$ cat src/rtl/btc_enc_ctrl_pkg.sv
//------------------------------------------------------------------------------
// btc_enc_ctrl_pkg : shared types and length helpers for the BTC encoder.
// Revision: 1.0
//------------------------------------------------------------------------------
`default_nettype none

package btc_enc_ctrl_pkg;

  localparam int cLOG2_ROW_MAX = 5;  // up to 32 rows in the code array
  localparam int cLOG2_COL_MAX = 6;  // up to 64 bits in a row
  localparam int cLEN_W        = 7;

  typedef enum logic [1:0] {
    eWOPC = 2'd0,
    eSPC  = 2'd1,
    eHAM  = 2'd2
  } btc_code_t;

  // Component code: n = 2**size code bits
  typedef struct packed {
    btc_code_t  code;
    logic [2:0] size;
  } btc_code_mode_t;

  typedef struct packed {
    logic sof;
    logic sop;
    logic eop;
    logic eof;
    logic mask;
  } strb_t;

  typedef enum logic [2:0] {
    RESET    = 3'd0,
    WAIT     = 3'd1,
    DO_ROW   = 3'd2,
    WAIT_ROW = 3'd3,
    DO_COL   = 3'd4,
    WAIT_COL = 3'd5,
    DONE     = 3'd6
  } btc_enc_state_t;

  function automatic logic [cLEN_W-1:0] get_code_bits(input btc_code_mode_t m);
    get_code_bits = cLEN_W'(1) << m.size;
  endfunction

  function automatic logic [cLEN_W-1:0] get_data_bits(input btc_code_mode_t m);
    logic [cLEN_W-1:0] n;
    n = get_code_bits(m);
    case (m.code)
      eSPC:    get_data_bits = n - 7'd1;
      eHAM:    get_data_bits = n - {4'd0, m.size} - 7'd1;
      default: get_data_bits = n;
    endcase
  endfunction

endpackage

`default_nettype wire

$ cat src/rtl/btc_enc_idx_cnt.sv
//------------------------------------------------------------------------------
// btc_enc_idx_cnt : nested inner/outer index counter with registered zero/done
// flags; lengths are latched on load. Revision: 1.0
//------------------------------------------------------------------------------
`default_nettype none

module btc_enc_idx_cnt #(
  parameter int pIN_W  = 6,
  parameter int pOUT_W = 5
) (
  input  logic              iclk,
  input  logic              ireset,
  input  logic              iclkena,
  input  logic              iload,
  input  logic              iinc,
  input  logic [pIN_W-1:0]  iin_len_m2,
  input  logic              iin_one,
  input  logic [pOUT_W-1:0] iout_len_m2,
  input  logic              iout_one,
  output logic [pIN_W-1:0]  oin_idx,
  output logic [pOUT_W-1:0] oout_idx,
  output logic              oin_zero,
  output logic              oin_done,
  output logic              oout_zero,
  output logic              oout_done
);

  logic [pIN_W-1:0]  r_in_len_m2;
  logic [pOUT_W-1:0] r_out_len_m2;
  logic              r_in_one;
  logic              r_out_one;

  always_ff @(posedge iclk or posedge ireset) begin
    if (ireset) begin
      oin_idx      <= '0;
      oout_idx     <= '0;
      oin_zero     <= 1'b1;
      oout_zero    <= 1'b1;
      oin_done     <= 1'b0;
      oout_done    <= 1'b0;
      r_in_len_m2  <= '0;
      r_out_len_m2 <= '0;
      r_in_one     <= 1'b0;
      r_out_one    <= 1'b0;
    end else if (iclkena) begin
      if (iload) begin
        oin_idx      <= '0;
        oout_idx     <= '0;
        oin_zero     <= 1'b1;
        oout_zero    <= 1'b1;
        oin_done     <= iin_one;
        oout_done    <= iout_one;
        r_in_len_m2  <= iin_len_m2;
        r_out_len_m2 <= iout_len_m2;
        r_in_one     <= iin_one;
        r_out_one    <= iout_one;
      end else if (iinc) begin
        // done is armed one step early so no full-length compare sits on the wrap path
        if (oin_done) begin
          oin_idx  <= '0;
          oin_zero <= 1'b1;
          oin_done <= r_in_one;
          if (oout_done) begin
            oout_idx  <= '0;
            oout_zero <= 1'b1;
            oout_done <= r_out_one;
          end else begin
            oout_idx  <= oout_idx + 1'b1;
            oout_zero <= 1'b0;
            oout_done <= (oout_idx == r_out_len_m2);
          end
        end else begin
          oin_idx  <= oin_idx + 1'b1;
          oin_zero <= 1'b0;
          oin_done <= (oin_idx == r_in_len_m2);
        end
      end
    end
  end

endmodule

`default_nettype wire

$ cat src/rtl/btc_enc_ctrl.sv
//------------------------------------------------------------------------------
// btc_enc_ctrl : row-then-column read sequencer for the BTC product encoder.
// Optional frame counter output under BTC_ENC_FRM_CNT_EN. Revision: 1.0
//------------------------------------------------------------------------------
`default_nettype none

module btc_enc_ctrl
  import btc_enc_ctrl_pkg::*;
#(
  parameter int pADDR_W  = 8,
  parameter int pDEC_NUM = 8
) (
  input  logic                        iclk,
  input  logic                        ireset,
  input  logic                        iclkena,
  input  btc_code_mode_t              ixmode,
  input  btc_code_mode_t              iymode,
  input  logic                        irbuf_full,
  output logic                        obuf_rempty,
  input  logic                        iwbuf_empty,
  output logic                        owbuf_full,
  output logic [pADDR_W-1:0]          obuf_addr,
  output logic [$clog2(pDEC_NUM)-1:0] obit_sel,
  output logic                        orow_mode,
  input  logic                        ienc_busy,
  output logic [pDEC_NUM-1:0]         oenc_val,
  output strb_t                       oenc_strb
`ifdef BTC_ENC_FRM_CNT_EN
  ,
  output logic [15:0]                 ofrm_cnt
`endif
);

  localparam int cLOG2_DEC = $clog2(pDEC_NUM);
  localparam int cWORD_W   = cLOG2_COL_MAX - cLOG2_DEC;
  localparam int cROW_W    = pADDR_W - cWORD_W;

  btc_enc_state_t r_state;
  logic [cLEN_W-1:0] r_xk;
  logic [cLEN_W-1:0] r_yk;

  logic [cLEN_W-1:0] w_xn, w_xk, w_yn, w_yk, w_words;
  logic              w_start;

  logic [cLOG2_COL_MAX-1:0] w_row_c;
  logic [cLOG2_ROW_MAX-1:0] w_row_r;
  logic                     w_row_czero, w_row_cdone, w_row_rzero, w_row_rdone;
  logic [cLOG2_ROW_MAX-1:0] w_col_r;
  logic [cWORD_W-1:0]       w_col_w;
  logic                     w_col_rzero, w_col_rdone, w_col_wzero, w_col_wdone;

  assign w_xn    = get_code_bits(ixmode);
  assign w_xk    = get_data_bits(ixmode);
  assign w_yn    = get_code_bits(iymode);
  assign w_yk    = get_data_bits(iymode);
  assign w_words = w_xn >> cLOG2_DEC;
  assign w_start = (r_state == WAIT) && irbuf_full && iwbuf_empty;

  btc_enc_idx_cnt #(
    .pIN_W  (cLOG2_COL_MAX),
    .pOUT_W (cLOG2_ROW_MAX)
  ) u_row_cnt (
    .iclk        (iclk),
    .ireset      (ireset),
    .iclkena     (iclkena),
    .iload       (w_start),
    .iinc        (r_state == DO_ROW),
    .iin_len_m2  (cLOG2_COL_MAX'(w_xn - 7'd2)),
    .iin_one     (w_xn == 7'd1),
    .iout_len_m2 (cLOG2_ROW_MAX'(w_yk - 7'd2)),
    .iout_one    (w_yk == 7'd1),
    .oin_idx     (w_row_c),
    .oout_idx    (w_row_r),
    .oin_zero    (w_row_czero),
    .oin_done    (w_row_cdone),
    .oout_zero   (w_row_rzero),
    .oout_done   (w_row_rdone)
  );

  btc_enc_idx_cnt #(
    .pIN_W  (cLOG2_ROW_MAX),
    .pOUT_W (cWORD_W)
  ) u_col_cnt (
    .iclk        (iclk),
    .ireset      (ireset),
    .iclkena     (iclkena),
    .iload       (w_start),
    .iinc        (r_state == DO_COL),
    .iin_len_m2  (cLOG2_ROW_MAX'(w_yn - 7'd2)),
    .iin_one     (w_yn == 7'd1),
    .iout_len_m2 (cWORD_W'(w_words - 7'd2)),
    .iout_one    (w_words == 7'd1),
    .oin_idx     (w_col_r),
    .oout_idx    (w_col_w),
    .oin_zero    (w_col_rzero),
    .oin_done    (w_col_rdone),
    .oout_zero   (w_col_wzero),
    .oout_done   (w_col_wdone)
  );

  // Idle counters sit at zero, so the row form doubles as the idle address
  assign obuf_addr = (r_state == DO_COL) ? {cROW_W'(w_col_r), w_col_w}
                                         : {cROW_W'(w_row_r), cWORD_W'(w_row_c >> cLOG2_DEC)};
  assign obit_sel  = w_row_c[cLOG2_DEC-1:0];

  always_ff @(posedge iclk or posedge ireset) begin
    if (ireset) begin
      r_state     <= RESET;
      r_xk        <= '0;
      r_yk        <= '0;
      oenc_val    <= '0;
      oenc_strb   <= '0;
      orow_mode   <= 1'b0;
      obuf_rempty <= 1'b0;
      owbuf_full  <= 1'b0;
    end else if (iclkena) begin
      oenc_val    <= '0;
      oenc_strb   <= '0;
      orow_mode   <= (r_state == DO_ROW);
      obuf_rempty <= 1'b0;
      owbuf_full  <= 1'b0;
      case (r_state)
        RESET: r_state <= WAIT;
        WAIT: begin
          if (w_start) begin
            r_xk    <= w_xk;
            r_yk    <= w_yk;
            r_state <= DO_ROW;
          end
        end
        DO_ROW: begin
          oenc_val       <= pDEC_NUM'(1);
          oenc_strb.sof  <= w_row_czero && w_row_rzero;
          oenc_strb.sop  <= w_row_czero;
          oenc_strb.eop  <= w_row_cdone;
          oenc_strb.eof  <= w_row_cdone && w_row_rdone;
          oenc_strb.mask <= (cLEN_W'(w_row_c) >= r_xk);
          if (w_row_cdone && w_row_rdone) r_state <= WAIT_ROW;
        end
        WAIT_ROW: if (!ienc_busy) r_state <= DO_COL;
        DO_COL: begin
          oenc_val       <= '1;
          oenc_strb.sof  <= w_col_rzero && w_col_wzero;
          oenc_strb.sop  <= w_col_rzero;
          oenc_strb.eop  <= w_col_rdone;
          oenc_strb.eof  <= w_col_rdone && w_col_wdone;
          oenc_strb.mask <= (cLEN_W'(w_col_r) >= r_yk);
          if (w_col_rdone && w_col_wdone) r_state <= WAIT_COL;
        end
        WAIT_COL: begin
          if (!ienc_busy) begin
            obuf_rempty <= 1'b1;
            owbuf_full  <= 1'b1;
            r_state     <= DONE;
          end
        end
        DONE:    r_state <= WAIT;
        default: r_state <= RESET;
      endcase
    end
  end

`ifdef BTC_ENC_FRM_CNT_EN
  always_ff @(posedge iclk or posedge ireset) begin
    if (ireset)                             ofrm_cnt <= '0;
    else if (iclkena && (r_state == DONE))  ofrm_cnt <= ofrm_cnt + 16'd1;
  end
`endif

endmodule

`default_nettype wire
$ cat config.mk
export PLATFORM = sky130hd
export DESIGN_NAME = btc_enc_ctrl
export DESIGN_NICKNAME = d
export VERILOG_FILES = /design/src/rtl/btc_enc_ctrl_pkg.sv /design/src/rtl/btc_enc_idx_cnt.sv /design/src/rtl/btc_enc_ctrl.sv
export SDC_FILE = /design/constraint.sdc
export NUM_CORES = 1
export LEC_CHECK = 0
export BUFFER_PORTS_ARGS = -buffer_cell sky130_fd_sc_hd__buf_2
export CAP_MARGIN = 0
export CORE_ASPECT_RATIO = 1.5
export CORE_UTILIZATION = 30
export CTS_CLUSTER_DIAMETER = 30
export DETAILED_ROUTE_END_ITERATION = 12
export GPL_TIMING_DRIVEN = 0
export PLACE_DENSITY = 0.55
export SYNTH_ARGS = -nofsm -noshare
export SYNTH_HDL_FRONTEND = slang
export SYNTH_SLANG_ARGS = --single-unit
$ cat constraint.sdc
create_clock -name iclk -period 3.8 [get_ports iclk]
set_clock_uncertainty 0.1 [all_clocks]
set_input_delay 0.76 -clock iclk [delete_from_list [all_inputs] [get_ports iclk]]
set_output_delay 0.76 -clock iclk [all_outputs]
set_load 0.01 [all_outputs]
==> summary.md, run 1 <==
| Metric | Value |
|---|---|
| Status | finished clean |
| Site Rows | 55 |
| Smallest hold slack | about 0.23 ns |
| Htree depth | 3 |
| CP required | 3.92 ns |
| CTS resizes | 0 |
| Post-CTS Setup Bufs | 0 |
| Sw Pwr | 1330 uW |
| Starting Density | 0.309 |
| # IOs | 43 |
| Post-synth EDFFs | 0 |
| Synth top area cells | dfrtp_1 (38%), ha_1 (7.2%), nand2_1 (5.0%) |
| CP Buf/Inv Count | 3 |
| Peak VDD IR | approximately 0.24 mV |
| Top cell type's share of synthesized area | 0.383 |
| ANT cells | 0 |
| Core ar. | roughly 15,000 sq um |
| Pin count of the biggest net entering global routing | 66 |
| TritonCTS buffer count | 9 |
| Reg power frac | 0.383 |
| Final Instance Area | 5520 sq um |
| Netlist cell types | 66 |
| Post-synth top flop | dfrtp_1 |
| I/O Buffers | 41 |
| Share of cells above drive strength 1 | 0.195 |
| Routed vias | 3,875 |
| Die area | 16,200 sq um |
| Max_slew headroom | 0.609 |
| CTS tree | built |
| Fin. max-slew vios | 0 |
| Fin crit share | 0.857 |
| Routed Antenna Nets | 0 |
| Syn_nets | 558 |
| Fillers | roughly 1.6k |
| DR WL/cell | 15.5 um |
| Synth area leader | dfrtp_1 |
| Crit-path cells | buf_2 -> clkbuf_1 -> inv_1 -> nor3_1 -> ha_1 -> a21oi_1 -> mux2_2 -> o211ai_1 -> nor4b_2 -> a221o_1 |
| Post-DP Area | 5190 sq um |
| Logic pwr share | 0.365 |
| Critical path's largest stage delay | 0.44 ns |
| Synthesis-stage register bit count | 76 |
| WS Path Type | input pin to flip-flop |
| Vias per cell | about 5 |
| Post-DP HPWL | 9090 um |
| Clk slew on worst S/H paths | 0.06 ns |
| Sink Count | 76 |
| Total Nets Final | 611 |
| Tmin final | between 3 and 4 ns |
| Post-Syn Area | between 4000 and 5000 sq um |
| Endpoints failing setup | 0 |
| Async SR Flop Fraction | 1.00 |
| Die Ht | 155 um |
| Total track usage | 0.157 |
| Max Buffers Root-to-Sink | 2 |
| Routability cong. | around 0.86 |
| Hold Fails Final Rpt | 0 |
| Crit. End Element | flip-flop |
| Worst-Skew Late Latency | 0.34 ns |
| Critical-path top delay cell | o211ai_1 |
| Gate Count Post-Synth | 515 |
| Vias in the first global route | 3,949 |
| Setup TNS | 0 ns |
| CTS root buffer | clkbuf_16 |
| Worst EP arrival | 3.38 ns |
| Achievable Freq | 307 MHz |
| Sw Share | 0.357 |
| Average size of a mapped cell | ~9.1 sq um |
| Worst-Margin Slew | 0.587 ns |
| First-pass GRT wire length | 20,100 um |
| DRT iter0 DRCs | 198 |
| Util after Layout | 0.363 |
| Setup crit start kind | input pin |
| Drt drc | 0 |
| Die W | 104 um |
| Clk pwr share | 0.252 |
| Area grow syn2layout | 17.2% |
| Initial antenna violation count | 0 |
| Hold/Removal Path Class | input pin to async pin |
| Leak pwr | 0.00253 uW |
| Crit path max fanout | 10 |
| Hold Buf Count CTS | 0 |
| DRT Pass-1 Iters | 5 |
| Pwr/cell area | ~670 nW/um^2 |
| Worst path top cell family by delay | compound AO/OA/AOI/OAI gates |
| Sequential area share after synthesis | 0.405 |
| Drt total wl | 11,900 um |
| Max-Cap Viols | 0 |
| RSZ-0062 raised after global routing | no |
| P_int | 2390 uW |
| GRT overflow | 0 |
| Syn. warnings | 0 |
-- power by group through the flow --
stage / combinational, uW / clock (uW) / sequential [uW]
after global placement: 1330 / 0 / 1430
after detailed placement: 1370 / 0 / 1440
after floorplan: 1030 / 0 / 1360
after global routing: 1530 / 984 / 1470
final: 1360 / 937 / 1420
after CTS: 1370 / 952 / 1430
-- flip-flops by register name, summed over array words and instances (netlist names), 5 cells and up --
register / cells
u_row_cnt.r_out_len_m2: 5
u_row_cnt.r_in_len_m2: 6
u_col_cnt.r_in_len_m2: 5
u_col_cnt.oin_idx: 5
r_yk: 7
r_xk: 7
u_row_cnt.oin_idx: 6
u_row_cnt.oout_idx: 5
oenc_strb: 5
-- metal layers --
layer,track usage,up-vias,share of wire
li1,-,1901,-
met1,0.174,1884,0.41
met2,0.294,72,0.54
met3,0.0268,18,0.027
met4,0.0667,0,0.026
met5,0,-,0
-- logic make-up after synthesis --
group | Yosys count | synth area share
compound gates | 127 | 0.179
flops | 76 | 0.405
simple gates | 170 | 0.181
buf+inv | 69 | 0.0691
fa+ha+maj | 27 | 0.0718
mux | 16 | 0.0378
xor+xnor | 30 | 0.0558
-- synth_stat cells, types with 2 or more instances --
master and number:
a211oi_1 4, a21o_1 8, a21oi_1 24, a221oi_1 3, a22o_1 7, a22oi_1 2
a31oi_1 6, a32o_1 2, and2_1 3, buf_1 2, buf_2 8, buf_4 11
buf_6 2, clkbuf_1 13, dfrtp_1 72, dfstp_2 4, ha_1 27, inv_1 33
mux2_2 13, mux2i_1 2, nand2_1 63, nand2b_1 8, nand3_1 15, nand4_1 2
nand4b_1 2, nor2_1 33, nor2b_1 11, nor3_1 14, nor3b_1 2, nor3b_4 2
o211ai_1 4, o21a_1 5, o21ai_0 35, o21ai_1 2, o221ai_1 3, o22ai_1 3
o32ai_1 2, o41ai_1 2, or2_2 3, or3_1 4, xnor2_1 12, xor2_1 18
-- through the flow --
| step | worst slack (ns) | total power, uW | instances |
|---|---|---|---|
| final | 0.543 | 3720 | 772 |
| after CTS | 0.517 | 3760 | 772 |
| after detailed placement | 0.161 | 2810 | 756 |
| after global routing | 0.305 | 3990 | 772 |
| after floorplan | 0.774 | 2390 | 515 |
| after global placement | 0.0179 | 2760 | 755 |
-- final timing paths --
kind | slack (ns) | cells after the start | start | endpoint
max | 0.54 | 10 | iymode[0] | u_row_cnt.oout_done
min | 0.23 | 2 | ireset | u_row_cnt.oin_idx[1]
max reg2reg | 1.66 | 7 | r_state[0] | u_row_cnt.oout_done
min reg2reg | 0.37 | 2 | u_row_cnt.oin_zero | u_row_cnt.oin_zero
max in group asynchronous | 2.75 | 3 | ireset | u_col_cnt.oin_zero
min in group iclk | 0.37 | 2 | u_row_cnt.oin_zero | u_row_cnt.oin_zero
-- cells in the final DEF, fill, tap and decap left out, types with 4 or more instances in the layout --
master     count
a21o_1         8
buf_4         11
a211oi_1       4
nand2b_1       8
a22o_1         7
clkbuf_16      9
nor2b_1       11
xor2_1        18
nand3_1       15
nor3_1        14
dfrtp_1       72
a31oi_1        6
clkbuf_1      13
o21ai_0       35
a21oi_1       24
o211ai_1       4
o21a_1         5
dfstp_2        4
xnor2_1       12
nand2_1       63
ha_1          27
inv_1         32
mux2_2        13
or3_1          4
nor2_1        33
buf_2         49
-- area by class of cell --
cell class,instances,area (sq um),share of cell area
Multi-Input combinational cell,370,2470,0.448
Clock buffer,10,239,0.0433
Sequential cell,76,1910,0.346
Tap cell,199,249,0.0451
Inverter,33,126,0.0229
Timing Repair Buffer,42,233,0.0422
Buffer,36,201,0.0365
Clock inverter,6,87.6,0.0159
(Power assumes the default switching activity.)
==> inputs of run 2 (changes only) <==
--- a/config.mk
+++ b/config.mk
@@ -5,6 +5,7 @@
 export SDC_FILE = /design/constraint.sdc
 export NUM_CORES = 1
 export LEC_CHECK = 0
+export ABC_AREA = 1
 export BUFFER_PORTS_ARGS = -buffer_cell sky130_fd_sc_hd__buf_2
 export CAP_MARGIN = 0
 export CORE_ASPECT_RATIO = 1.5
==> run 2 against run 1 <==
Compared with the run above: critical path depth shrank 5; first-iteration DRC count grew 3.5%; utilization shrank 0.66 points; sequential share of layout area shrank 0.14 points; clock power shrank 4.5%; die area grew 1.1%.
==> summary.md, run 2 <==
| Metric | Value |
|---|---|
| Leak pwr | 0.00290 uW (was 0.00253 uW) |
| Crit path max fanout | 10 (unchanged) |
| Vias per cell | 4.62 (was 5.02) |
| Total track usage | 0.153 (was 0.157) |
| Routability cong. | 0.849 (was 0.863) |
| Setup crit start kind | flip-flop (was input pin) |
| Gate Count Post-Synth | 629 (was 515) |
| Total Nets Final | 722 (was 611) |
| ANT cells | 0 (unchanged) |
| Most common cell after layout, fill and taps aside | nand2_1 (was dfrtp_1) |
| Multiplexer area fraction after synthesis | 0 (was 0.0378) |
| Syn_nets | 672 (was 558) |
| Routed vias | 4,090 (was 3,875) |
| Netlist cell types | 43 (was 66) |
| Post-CTS Setup Bufs | 0 (unchanged) |
| Post-Syn Area | 4760 sq um (was 4710 sq um) |
| Tmin final | 2.81 ns (was 3.26 ns) |
| Hold Fails Final Rpt | 0 (unchanged) |
| Setup Slack @ Placement | 1.14 ns (was 0.161 ns) |
| Max Buffers Root-to-Sink | 2 (unchanged) |
| Post-synth top flop | dfrtp_1 (unchanged) |
| Average size of a mapped cell | 7.56 sq um (was 9.14 sq um) |
| Synth top area cells | dfrtp_1 (38%), nand2_1 (12%), ha_1 (7.1%) (was dfrtp_1 (38%), ha_1 (7.2%), nand2_1 (5.0%)) |
| GRT overflow | 0 (unchanged) |
| Max-Cap Viols | 0 (unchanged) |
| Endpoints failing setup | 0 (unchanged) |
| Die Ht | 156 um (was 155 um) |
| Worst-Skew Late Latency | 0.33 ns (was 0.34 ns) |
| DR WL/cell | 13.5 um (was 15.5 um) |
| Die area | 16,400 sq um (was 16,200 sq um) |
| Routed Antenna Nets | 0 (unchanged) |
| First-pass GRT wire length | 19,600 um (was 20,100 um) |
| TritonCTS buffer count | 9 (unchanged) |
| CP Launch Point | r_state[0] (was iymode[0]) |
| Commonest cells in the netlist | nand2_1 (151), inv_1 (89), dfrtp_1 (72), o21ai_0 (63), nor2_1 (41) (was dfrtp_1 (72), nand2_1 (63), o21ai_0 (35), inv_1 (33), nor2_1 (33)) |
| Die W | 105 um (was 104 um) |
| WS Path Type | flip-flop to primary output (was input pin to flip-flop) |
| Main combinational cell family by area after synthesis | simple AND/OR/NAND/NOR gates (unchanged) |
| Critical path's largest stage delay | 0.43 ns (was 0.44 ns) |
| Top cell type's share of synthesized area | 0.379 (was 0.383) |
| Core ar. | 15,600 sq um (was 15,200 sq um) |
| Achievable Freq | 355 MHz (was 307 MHz) |
| Hold Buf Count CTS | 0 (unchanged) |
| Htree depth | 3 (unchanged) |
| Count leader, synth | nand2_1 (was dfrtp_1) |
| Pin count of the biggest net entering global routing | 48 (was 66) |
| Synth Area in Simple Gates | 0.265 (was 0.181) |
| Cells on worst reg2reg path | 7 (unchanged) |
| Max_slew headroom | 0.674 (was 0.609) |
| Async SR Flop Fraction | 1.00 (unchanged) |
| DRT Pass-1 Iters | 5 (unchanged) |
| Initial antenna violation count | 0 (unchanged) |
| Crit-path cells | inv_2 -> nand3_2 -> clkbuf_1 -> o21ai_0 -> buf_2 (was buf_2 -> clkbuf_1 -> inv_1 -> nor3_1 -> ha_1 -> a21oi_1 -> mux2_2 -> o211ai_1 -> nor4b_2 -> a221o_1) |
| Flop-to-flop setup slack | 1.95 ns (was 1.66 ns) |
| Drt drc | 0 (unchanged) |
| CTS tree | built (unchanged) |
| RSZ-0062 raised after global routing | no (unchanged) |
| Crit Reg-Reg Endpoint | u_row_cnt.r_out_len_m2[3] (was u_row_cnt.oout_done) |
| Worst EP arrival | 1.95 ns (was 3.38 ns) |
| Synthesis-stage register bit count | 76 (unchanged) |
| Post-synth EDFFs | 0 (unchanged) |
| Pwr/cell area | 704 nW/um^2 (was 674 nW/um^2) |
| Regs by FF count | r_xk: 7 flops, r_yk: 7 flops (unchanged) |
| CTS resizes | 0 (unchanged) |
| Adder-cell share of the synthesized area | 0.0710 (was 0.0718) |
| CTS root buffer | clkbuf_16 (unchanged) |
| Crit. End Element | primary output (was flip-flop) |
| Peak VDD IR | 0.271 mV (was 0.238 mV) |
| Status | finished clean (unchanged) |
| Post-DP HPWL | 9370 um (was 9090 um) |
| Site Rows | 56 (was 55) |
| Synth area leader | dfrtp_1 (unchanged) |
| Vias in the first global route | 3,932 (was 3,949) |
| Critical-path top delay cell | dfrtp_1 (was o211ai_1) |
| Critical R2R Launch | r_state[2] (was r_state[0]) |
| Drt total wl | 12,000 um (was 11,900 um) |
| Share of cells above drive strength 1 | 0.170 (was 0.195) |
| Setup TNS | 0 ns (unchanged) |
| Sink Count | 76 (unchanged) |
| Worst-Margin Slew | 0.489 ns (was 0.587 ns) |
| Fin. max-slew vios | 0 (unchanged) |
| Starting Density | 0.306 (was 0.309) |
| Most frequent cells in the layout | nand2_1 (151), inv_1 (88), dfrtp_1 (72), o21ai_0 (63), buf_2 (44) (was dfrtp_1 (72), nand2_1 (63), buf_2 (49), o21ai_0 (35), nor2_1 (33)) |
| Setup WS post-layout | 0.987 ns (was 0.543 ns) |
| Clk slew on worst S/H paths | 0.06 ns (about the same) |
| # IOs | 43 (unchanged) |
| Xor/xnor share of the synthesized area | 0.0129 (was 0.0558) |
| Compound-gate portion of the synthesized area | 0.142 (was 0.179) |
| Syn. warnings | 0 (unchanged) |
| Hold/Removal Path Class | input pin to async pin (unchanged) |
| Area grow syn2layout | 16.4% (was 17.2%) |
| DRT iter0 DRCs | 205 (was 198) |
| Sequential area share after synthesis | 0.401 (was 0.405) |
| CP required | 2.94 ns (was 3.92 ns) |
| I/O Buffers | 38 (was 41) |
| Fin crit share | 0.740 (was 0.857) |
[run 2: worst max-delay path, delay by kind of cell (launching register included)]
| kind | cells | cell delay [ns] |
|---|---|---|
| AO/OA/AOI/OAI | 1 | 0.32 |
| AND/OR/NAND/NOR | 1 | 0.23 |
| buffers and inverters | 3 | 0.63 |
| flip-flops | 1 | 0.43 |
[run 2: logic make-up after synthesis]
family | count (synthesis)
xor+xnor | 7
fa+ha+maj | 27
compound gates | 124
buf+inv | 121
simple gates | 274
flops | 76
[run 2: metrics by stage]
stage | utilization | area (sq um) | instances | hold WS, ns | power (uW)
global placement | 0.334 | 5200 | 870 | 0.359 | 3000
floorplan | - | 4760 | 629 | 0.346 | 2550
detailed placement | 0.336 | 5230 | 871 | 0.358 | 3030
CTS | 0.356 | 5540 | 886 | 0.336 | 3950
global route | 0.356 | 5540 | 886 | 0.357 | 4230
finish | 0.356 | 5540 | 886 | 0.326 | 3900
[run 2: layout make-up]
type                       instances  area [sq um]
fill                            1704         10000
multi-input combinational        432          2330
sequential                        76          1910
inverter                          98           373
tap                              203           254
clock buffer                      10           229
timing repair buffer              39           218
buffer                            23           149
clock inverter                     5          77.6
[run 2: where the power goes]
part	total, uW	switching [uW]	internal, uW
combinational	1500	902	596
clock	895	327	569
sequential	1500	322	1180
[run 2: worst max path at each step]
stage	end	slack [ns]
CTS	obuf_addr[0]	0.98
detailed placement	u_row_cnt.r_out_one	1.14
global placement	u_col_cnt.r_in_len_m2[1]	-0.11
floorplan	oenc_strb[0]	1.01
global route	obuf_addr[1]	0.88
finish	obuf_addr[0]	0.99
[run 2: metal layers]
layer,global-route usage,share of wire
met1,0.173,0.43
met2,0.290,0.54
met3,0.0196,0.023
met4,0.0590,0.014
met5,0,0
